## src/rtl/uart_pkg.sv

```systemverilog
// Shared UART types: tuner settings bus, stop-bit length and receiver FSM states.
package uart_pkg;

   localparam int PULSE_W = 21;

   typedef enum logic [1:0] {
      ONE          = 2'd0,
      TWO          = 2'd1,
      ONE_AND_HALF = 2'd2
   } sbl_t;

   typedef struct packed {
      logic [PULSE_W-1:0] pulse_width;
      logic               seniority_h;
      logic               parity_on;
      logic               parity_set;
      sbl_t               sbl;
   } tuner_output_bus;

   typedef enum logic [2:0] {
      IDLE   = 3'd0,
      START  = 3'd1,
      DATA   = 3'd2,
      PARITY = 3'd3,
      STOP   = 3'd4
   } rx_state_t;

endpackage

```

## src/rtl/uart_rx_sync.sv

```systemverilog
// Two-flop synchronizer for the serial line plus a falling-edge strobe.
module uart_rx_sync (
   input  logic clk,
   input  logic rst_l,
   input  logic signal,
   output logic sig_s,
   output logic fall
);

   logic meta;
   logic sig_d;

   // All flops reset high so an idle line never looks like a start edge.
   always_ff @(posedge clk) begin
      if (!rst_l) begin
         meta  <= 1'b1;
         sig_s <= 1'b1;
         sig_d <= 1'b1;
      end else begin
         meta  <= signal;
         sig_s <= meta;
         sig_d <= sig_s;
      end
   end

   assign fall = sig_d & ~sig_s;

endmodule

```

## src/rtl/uart_rx.sv

```systemverilog
// UART receiver: mid-bit sampling FSM with a single-entry output register and overrun flag.
module uart_rx
   import uart_pkg::*;
#(
   parameter int DATA_WIDTH = 8,
   parameter int CLK_FREQ   = 100_000_000
) (
   input  logic                  clk,
   input  logic                  rst_l,
   input  tuner_output_bus       settings,
   input  logic                  signal,
   output logic [DATA_WIDTH-1:0] data,
   output logic                  valid,
   input  logic                  ready,
   output logic                  parity_err,
   output logic                  frame_err,
   output logic                  overrun
);

   localparam int CLK_COUNTER_SIZE = $clog2((CLK_FREQ/300)*2);
   localparam int CNT_W = CLK_COUNTER_SIZE + 1;
   localparam int IDX_W = (DATA_WIDTH > 1) ? $clog2(DATA_WIDTH) : 1;

   rx_state_t state, state_n;

   logic                  sig_s, fall;
   logic [CNT_W-1:0]      cnt;
   logic [IDX_W-1:0]      idx;
   logic [DATA_WIDTH-1:0] shift;
   logic [PULSE_W-1:0]    cfg_pw;
   logic                  cfg_sen, cfg_pon, cfg_pset;
   logic                  perr_q, ferr_q, pub_q;
   logic                  sbl_unused;

   logic cnt_zero, last_bit;
   logic latch_cfg, load_full, start_ok, sample_bit, chk_par, chk_stop;

   // Only the first stop bit is ever checked, so the stop-bit length is not needed here.
   assign sbl_unused = ^settings.sbl;

   uart_rx_sync u_sync (
      .clk    (clk),
      .rst_l  (rst_l),
      .signal (signal),
      .sig_s  (sig_s),
      .fall   (fall)
   );

   assign cnt_zero = (cnt == '0);
   assign last_bit = cfg_sen ? (idx == '0) : (idx == IDX_W'(DATA_WIDTH-1));

   always_ff @(posedge clk) begin
      if (!rst_l) state <= IDLE;
      else        state <= state_n;
   end

   always_comb begin
      state_n = state;
      case (state)
         IDLE:    if (fall) state_n = START;
         START:   if (cnt_zero) state_n = sig_s ? IDLE : DATA;
         DATA:    if (cnt_zero && last_bit) state_n = cfg_pon ? PARITY : STOP;
         PARITY:  if (cnt_zero) state_n = STOP;
         STOP:    if (cnt_zero) state_n = IDLE;
         default: state_n = IDLE;
      endcase
   end

   always_comb begin
      latch_cfg  = (state == IDLE) && fall;
      start_ok   = (state == START) && cnt_zero && !sig_s;
      sample_bit = (state == DATA) && cnt_zero;
      chk_par    = (state == PARITY) && cnt_zero;
      chk_stop   = (state == STOP) && cnt_zero;
      load_full  = start_ok || sample_bit || chk_par;
   end

   always_ff @(posedge clk) begin
      if (!rst_l) begin
         cnt      <= '0;
         idx      <= '0;
         shift    <= '0;
         cfg_pw   <= '0;
         cfg_sen  <= 1'b0;
         cfg_pon  <= 1'b0;
         cfg_pset <= 1'b0;
         perr_q   <= 1'b0;
         ferr_q   <= 1'b0;
         pub_q    <= 1'b0;
      end else begin
         pub_q <= chk_stop;
         if (latch_cfg) begin
            cfg_pw   <= settings.pulse_width;
            cfg_sen  <= settings.seniority_h;
            cfg_pon  <= settings.parity_on;
            cfg_pset <= settings.parity_set;
            perr_q   <= 1'b0;
            cnt      <= CNT_W'(settings.pulse_width >> 1);
         end else if (load_full) begin
            cnt <= CNT_W'(cfg_pw);
         end else if (state != IDLE && !cnt_zero) begin
            cnt <= cnt - 1'b1;
         end
         if (start_ok) idx <= cfg_sen ? IDX_W'(DATA_WIDTH-1) : '0;
         if (sample_bit) begin
            shift[idx] <= sig_s;
            if (!last_bit) idx <= cfg_sen ? idx - 1'b1 : idx + 1'b1;
         end
         if (chk_par)  perr_q <= sig_s ^ (^shift) ^ cfg_pset;
         if (chk_stop) ferr_q <= ~sig_s;
      end
   end

   // A publish while the old word is still pending overwrites it; ready in that cycle consumes it.
   always_ff @(posedge clk) begin
      if (!rst_l) begin
         data       <= '0;
         valid      <= 1'b0;
         parity_err <= 1'b0;
         frame_err  <= 1'b0;
         overrun    <= 1'b0;
      end else if (pub_q) begin
         data       <= shift;
         valid      <= 1'b1;
         parity_err <= perr_q;
         frame_err  <= ferr_q;
         overrun    <= valid & ~ready;
      end else if (valid && ready) begin
         valid <= 1'b0;
      end
   end

endmodule

```

## config.mk

```make
export PLATFORM = sky130hd
export DESIGN_NAME = uart_rx
export DESIGN_NICKNAME = d
export VERILOG_FILES = /design/src/rtl/uart_pkg.sv /design/src/rtl/uart_rx_sync.sv /design/src/rtl/uart_rx.sv
export SDC_FILE = /design/constraint.sdc
export NUM_CORES = 1
export LEC_CHECK = 0
export ABC_AREA = 1
export CAP_MARGIN = 0
export CORE_MARGIN = 3
export CORE_UTILIZATION = 30
export DETAILED_ROUTE_END_ITERATION = 10
export GPL_TIMING_DRIVEN = 0
export PLACE_DENSITY = 0.56
export SLEW_MARGIN = 20
export SYNTH_ARGS = -nofsm -noshare
export SYNTH_HDL_FRONTEND = slang
export SYNTH_SLANG_ARGS = --single-unit
```

## constraint.sdc

```tcl
create_clock -name clk -period 1.6 [get_ports clk]
set_input_delay 0.32 -clock clk [delete_from_list [all_inputs] [get_ports clk]]
set_output_delay 0.32 -clock clk [all_outputs]
set_load 0.02 [all_outputs]
```

==> flow_summary.json, run 1 <==
{
  "status": "complete, but fails checks",
  "failed_checks": "setup timing",
  "start_kind": "register",
  "routed-wl-met3_um": 832,
  "wl_per_cell_um": 15.7,
  "die_x_um": 122,
  "slew_violations": 0,
  "reg2reg_depth": 10,
  "initial_core_util": 0.312,
  "cts.htree.levels": 3,
  "p_per_area_nw_per_um2": 1990,
  "finalNetCount": 727,
  "antenna_found_initial": 0,
  "antenna_left": 0,
  "clockBufferDepth": 2,
  "cts_buffers": 9,
  "synthCells": 591,
  "worstSetupPathType": "register to register",
  "cp.arrival_ns": 2.01,
  "drt_iter0_drc": 440,
  "synth_flop_cell": "dfxtp_1",
  "via_per_inst": 5.08,
  "yosysMostFrequentCell": "nand2_1",
  "critPathCaptureType": "register",
  "synth_seq_cells": 77,
  "drt-met1-wl_mm": 6.12,
  "synth.distinct_cells": 33,
  "fp.coreArea_um2": 12900,
  "pre_cts_slack_ns": -0.586,
  "regToRegEndpoint": "shift[5]",
  "clock-sinks": 77,
  "clk_latency_ns": 0.34,
  "drc_errors": 0,
  "synth_commonest_cells": "nand2_1 (124), dfxtp_1 (77), inv_1 (76)",
  "final_cells": 872,
  "vias": 4426,
  "setup_viol": 35,
  "place_inst": 802,
  "fin_skew_ns": 0.00375,
  "clkSlewWorstSetupHoldPaths_ns": 0.06,
  "period_share": 1.12,
  "firstDrtPassIters": 5,
  "io_pins": 42,
  "hp-class": "register to register",
  "grt_use_total": 0.181,
  "cts_root_buf": "clkbuf_16",
  "synth_edf_count": 0,
  "min_period_ns": 1.79,
  "dp_hpwl_mm": 8.45,
  "max_freq_ghz": 0.560,
  "syn_area_um2": 4020,
  "ys_seq_area_frac": 0.384,
  "endpoint": "shift[5]",
  "finalSetupTns_ns": -3.53,
  "wl_met2_mm": 6.39,
  "top_layer_used": "met4",
  "timing.slew.headroom": 0.598,
  "rsz0062_at_grt": "true",
  "drive_gt1_frac": 0.343,
  "cp_max_fo": 4,
  "async_reset_ff_frac": 0,
  "worst_slack_ns": -0.185,
  "fillers": 1202,
  "rows": 41,
  "ys_warn_count": 0,
  "die_area_um2": 14800,
  "grt_pass1_vias": 4133,
  "crit_start": "cnt[9]",
  "synth_area_leader_cell": "dfxtp_1",
  "ir_drop_v": 0.000975,
  "ff_latch_area_um2": 1570,
  "crit_required_ns": 1.83,
  "final_util": 0.473,
  "gp_congestion": 0.873,
  "cts_tree": "built",
  "multiInputGateArea_um2": 2600,
  "grt_max_degree": 15,
  "hold_violations": 0,
  "synthTopCellsByArea": "dfxtp_1 (38%), nand2_1 (12%), inv_1 (7.1%)",
  "diodes": 0,
  "grt.overflow.total": 0,
  "syn_avg_cell_area_um2": 6.80,
  "netlist.area_leader.share": 0.384,
  "maxCapViolCount": 0,
  "syn_to_final_growth_pct": 51.7,
  "ff2ff_setup_slack_ns": -0.19,
  "p_leak_nw": 2.60,
  "tightest_slew_ns": 0.603,
  "hold_ws_ns": 0.412,
  "syn-num-nets": 623,
  "grt_pass1_wl_mm": 21.1,
  "routed_wl_mm": 13.7,
  "die_h_um": 122,
  "r2r-start": "cnt[9]",
  "portBuffers": 39
}
## where the power goes
group / internal [W] / switching (W)
Clock: 0.00137 / 0.000875
Combinational: 0.00324 / 0.00403
Sequential: 0.00225 / 0.000367
Total: 0.00686 / 0.00527
## logic make-up after synthesis
family                     share of synthesized area
and+or+nand+nor                                0.316
AOI/OAI and AO/OA                              0.156
buffers and inverters                         0.0991
DFF                                            0.384
xor gates and xnor gates                      0.0371
adders and majority gates                    0.00810
## registers in the layout (all words and copies together) (netlist names)
name,cells
overrun,1
data,8
perr_q,1
u_sync.meta,1
u_sync.sig_s,1
shift,8
cfg_pset,1
ferr_q,1
cnt,21
cfg_pw,21
frame_err,1
cfg_sen,1
cfg_pon,1
valid,1
state,3
u_sync.sig_d,1
pub_q,1
parity_err,1
idx,3
## metrics by stage
stage | area (µm²) | power, W
global route | 6090 | 0.0127
detailed placement | 4630 | 0.00633
CTS | 5740 | 0.0110
finish | 6090 | 0.0121
global placement | 4630 | 0.00629
floorplan | 4030 | 0.00542
## cell usage in the layout, fill, tap and decap left out, types with 23 or more instances in the layout
cell type,Yosys,routed
nand2_1,124,92
inv_1,76,61
dfxtp_1,77,59
nor2_1,69,55
buf_4,1,36
a21oi_1,52,34
clkdlybuf4s50_1,0,27
o21ai_0,49,24
nand2_2,6,23
## worst min-delay path by stage
stage | endpoint | from | slack [ns] | depth (start not counted)
after floorplan | u_sync.sig_s | u_sync.meta | 0.39 | 1
after global placement | u_sync.sig_s | u_sync.meta | 0.40 | 1
after detailed placement | u_sync.sig_s | u_sync.meta | 0.40 | 1
after CTS | u_sync.sig_s | u_sync.meta | 0.41 | 1
after global routing | u_sync.sig_s | u_sync.meta | 0.43 | 1
final | u_sync.sig_s | u_sync.meta | 0.41 | 1
## layout make-up
type,count,share of cell area
multi-input combinational,416,0.427
clock inverter,7,0.0162
buffer,21,0.0271
sequential,77,0.258
inverter,78,0.0497
timing repair buffer,92,0.150
tap,172,0.0353
clock buffer,9,0.0370
## repair_timing
| action | CTS | global route |
|---|---|---|
| resized for setup | 132 | 117 |
| hold endpoints to repair | 0 | 0 |
| setup endpoints to repair | 67 | 69 |
| gates cloned | 5 | 0 |
| pin swaps | 22 | 66 |
| setup buffers | 39 | 16 |
| hold buffers | 0 | 0 |
## per-layer routing
| layer | vias up | GRT usage |
|---|---|---|
| li1 | 2141 | - |
| met1 | 2098 | 0.255 |
| met2 | 158 | 0.279 |
| met3 | 29 | 0.0306 |
| met4 | 0 | 0.0658 |
| met5 | - | 0 |
## critical path, cell delays in order (launching register included)
cell and delay, ns:
dfxtp_2 0.35, nor2_4 0.15, nand2_2 0.11, nor2_2 0.19, nand2_2 0.11, nor2_4 0.21, nand2_4 0.10, nor2_4 0.19
nand2_2 0.09, o21ai_2 0.12, a21oi_1 0.05
Power figures use the tool's default switching activity.
==> run 2, diff against run 1 <==
Settings changed: CAP_MARGIN 0 to 20, CORE_MARGIN 3 to unset, CORE_UTILIZATION 30 to 51, PLACE_DENSITY 0.56 to 0.83.
==> run 2 against run 1 <==
Global-route usage increased by 12 points. Die area decreased by 44%. Fmax decreased by 3.0%. The flow still finishes with violations (setup timing). Critical path type unchanged. Design area decreased by 9.0%. Combinational power decreased by 10%. Clock skew increased by 0.010 ns. First-iteration DRC count increased by 20%.
==> flow_summary.json, run 2 (synthesized netlist as in run 1, its figures left out) <==
{
  "status": "complete, but fails checks",
  "failed_checks": "setup timing",
  "die_h_um": 90.7,
  "fillers": 518,
  "rows": 31,
  "critPathCaptureType": "register",
  "setup_viol": 37,
  "reg2reg_depth": 14,
  "period_share": 1.15,
  "path_depth": 14,
  "firstDrtPassIters": 7,
  "top_layer_used": "met4",
  "crit_start": "cnt[12]",
  "p_leak_nw": 2.37,
  "finalSetupTns_ns": -5.15,
  "cts_root_buf": "clkbuf_8",
  "clock-sinks": 77,
  "drt-met1-wl_mm": 5.43,
  "p_per_area_nw_per_um2": 1930,
  "wl_met2_mm": 6.33,
  "mostFrequentLayoutCell": "nand2_1",
  "cp.arrival_ns": 2.14,
  "antenna_left": 0,
  "diodes": 0,
  "clockBufferDepth": 2,
  "drive_gt1_frac": 0.278,
  "die_area_um2": 8230,
  "hold_violations": 0,
  "cts_hold_buf": 0,
  "timing.slew.headroom": 0.664,
  "cts_buffers": 9,
  "wl_per_cell_um": 17.7,
  "ff_latch_area_um2": 1570,
  "ff2ff_setup_slack_ns": -0.24,
  "min_period_ns": 1.84,
  "cts.htree.levels": 3,
  "routed-wl-met3_mm": 1.47,
  "worstSetupPathType": "register to register",
  "grt_pass1_wl_mm": 19.7,
  "via_per_inst": 5.91,
  "syn_to_final_growth_pct": 38.1,
  "drc_errors": 0,
  "io_pins": 42,
  "grt.overflow.total": 0,
  "critPathMaxStageDelay_ns": 0.36,
  "crit_chain": "nor2_2 > nand2_2 > nor2_4 > buf_4 > buf_4 > buf_4 > nand3_1 > nand2_1 > nand2_1 > o21ai_1 > nand2_1 > inv_1 > nor2_1 > nor2_1",
  "max_freq_ghz": 0.544,
  "crit_slowest_cell": "dfxtp_2",
  "r2r-start": "cnt[12]",
  "worst_slack_ns": -0.240,
  "dp_hpwl_mm": 7.70,
  "die_x_um": 90.7,
  "grt_use_total": 0.305,
  "grt_pass1_vias": 4093,
  "final_cells": 785,
  "crit_required_ns": 1.90,
  "crit_family": "simple AND/OR/NAND/NOR gates",
  "rsz0062_at_grt": "true",
  "p_total_w": 0.0107,
  "portBuffers": 39,
  "cp_num_buf_inv": 4,
  "grt_max_degree": 16,
  "endpoint": "cnt[16]",
  "finalNetCount": 713,
  "drt_iter0_drc": 527,
  "cts_tree": "built",
  "gp_congestion": 0.948,
  "place_inst": 729,
  "maxCapViolCount": 0,
  "antenna_found_initial": 0,
  "fp.coreArea_um2": 7450,
  "final_util": 0.745,
  "ir_drop_v": 0.00103,
  "hp-class": "register to register",
  "tightest_slew_ns": 0.505,
  "routed_wl_mm": 13.9,
  "multiInputGateArea_um2": 2460,
  "vias": 4640,
  "cp_max_fo": 5,
  "top_regs": "cfg_pw: 21 flops, cnt: 21 flops",
  "fin_skew_ns": 0.0138,
  "clkSlewWorstSetupHoldPaths_ns": 0.09,
  "regToRegEndpoint": "cnt[16]",
  "initial_core_util": 0.539,
  "start_kind": "register",
  "final_cell_mix": "nand2_1 (103), inv_1 (70), dfxtp_1 (60), nor2_1 (54), a21oi_1 (44)",
  "clk_latency_ns": 0.37,
  "slew_violations": 0
}
[run 2: changes by cell type in the layout (fill, tap and decap cells not counted), sizes merged, moves of 4 or more]
cell	delta
buf	-15
dlygate4sd2	+7
dlymetal6s2s	-7
clkinv	-4
inv	+4
[run 2: area by class of cell]
| type | count | share of cell area |
|---|---|---|
| buffer | 22 | 0.0316 |
| inverter | 78 | 0.0537 |
| sequential | 77 | 0.282 |
| clock buffer | 9 | 0.0223 |
| tap | 99 | 0.0223 |
| multi-input combinational | 416 | 0.444 |
| timing repair buffer | 77 | 0.130 |
| clock inverter | 7 | 0.0144 |
[run 2: how the worst min path moves through the flow]
stage / from / endpoint / slack (ns) / depth (start not counted)
2_1_floorplan: u_sync.meta / u_sync.sig_s / 0.39 / 1
3_3_place_gp: u_sync.meta / u_sync.sig_s / 0.39 / 1
3_5_place_dp: u_sync.meta / u_sync.sig_s / 0.41 / 1
4_1_cts: u_sync.meta / u_sync.sig_s / 0.43 / 1
5_1_grt: u_sync.meta / u_sync.sig_s / 0.45 / 1
6_report: u_sync.meta / u_sync.sig_s / 0.42 / 1
[run 2: where the power goes]
| group | internal, W | switching (W) |
|---|---|---|
| Combinational | 0.00265 | 0.00385 |
| Clock | 0.000743 | 0.000844 |
| Sequential | 0.00224 | 0.000383 |
[run 2: per-layer routing]
metal  track usage  vias to the layer above
met3        0.0606                       86
met2         0.501                      351
met5             0                        -
li1              -                     2101
met4         0.132                        0
met1         0.386                     2102
[run 2: per-stage QoR]
step | worst slack [ns] | instance area (µm²) | hold WS (ns)
5_1_grt | -0.297 | 5550 | 0.450
2_1_floorplan | 0.000163 | 4030 | 0.393
4_1_cts | -0.136 | 5100 | 0.427
3_5_place_dp | -0.540 | 4540 | 0.406
3_3_place_gp | -0.512 | 4540 | 0.395
6_report | -0.240 | 5550 | 0.423
[run 2: what timing repair did]
| action | CTS | global route |
|---|---|---|
| setup endpoints to repair | 73 | 62 |
| buffers inserted | 17 | 18 |
| resized for setup | 90 | 86 |
| pin swaps | 11 | 41 |
| gates cloned | 4 | 2 |
==> run 3, diff against run 2 <==
Settings changed: CAP_MARGIN 20 to 40, HOLD_SLACK_MARGIN set to 0.05.
==> results of run 3 <==
Final layout, timing and power as in run 2 (identical DEF).
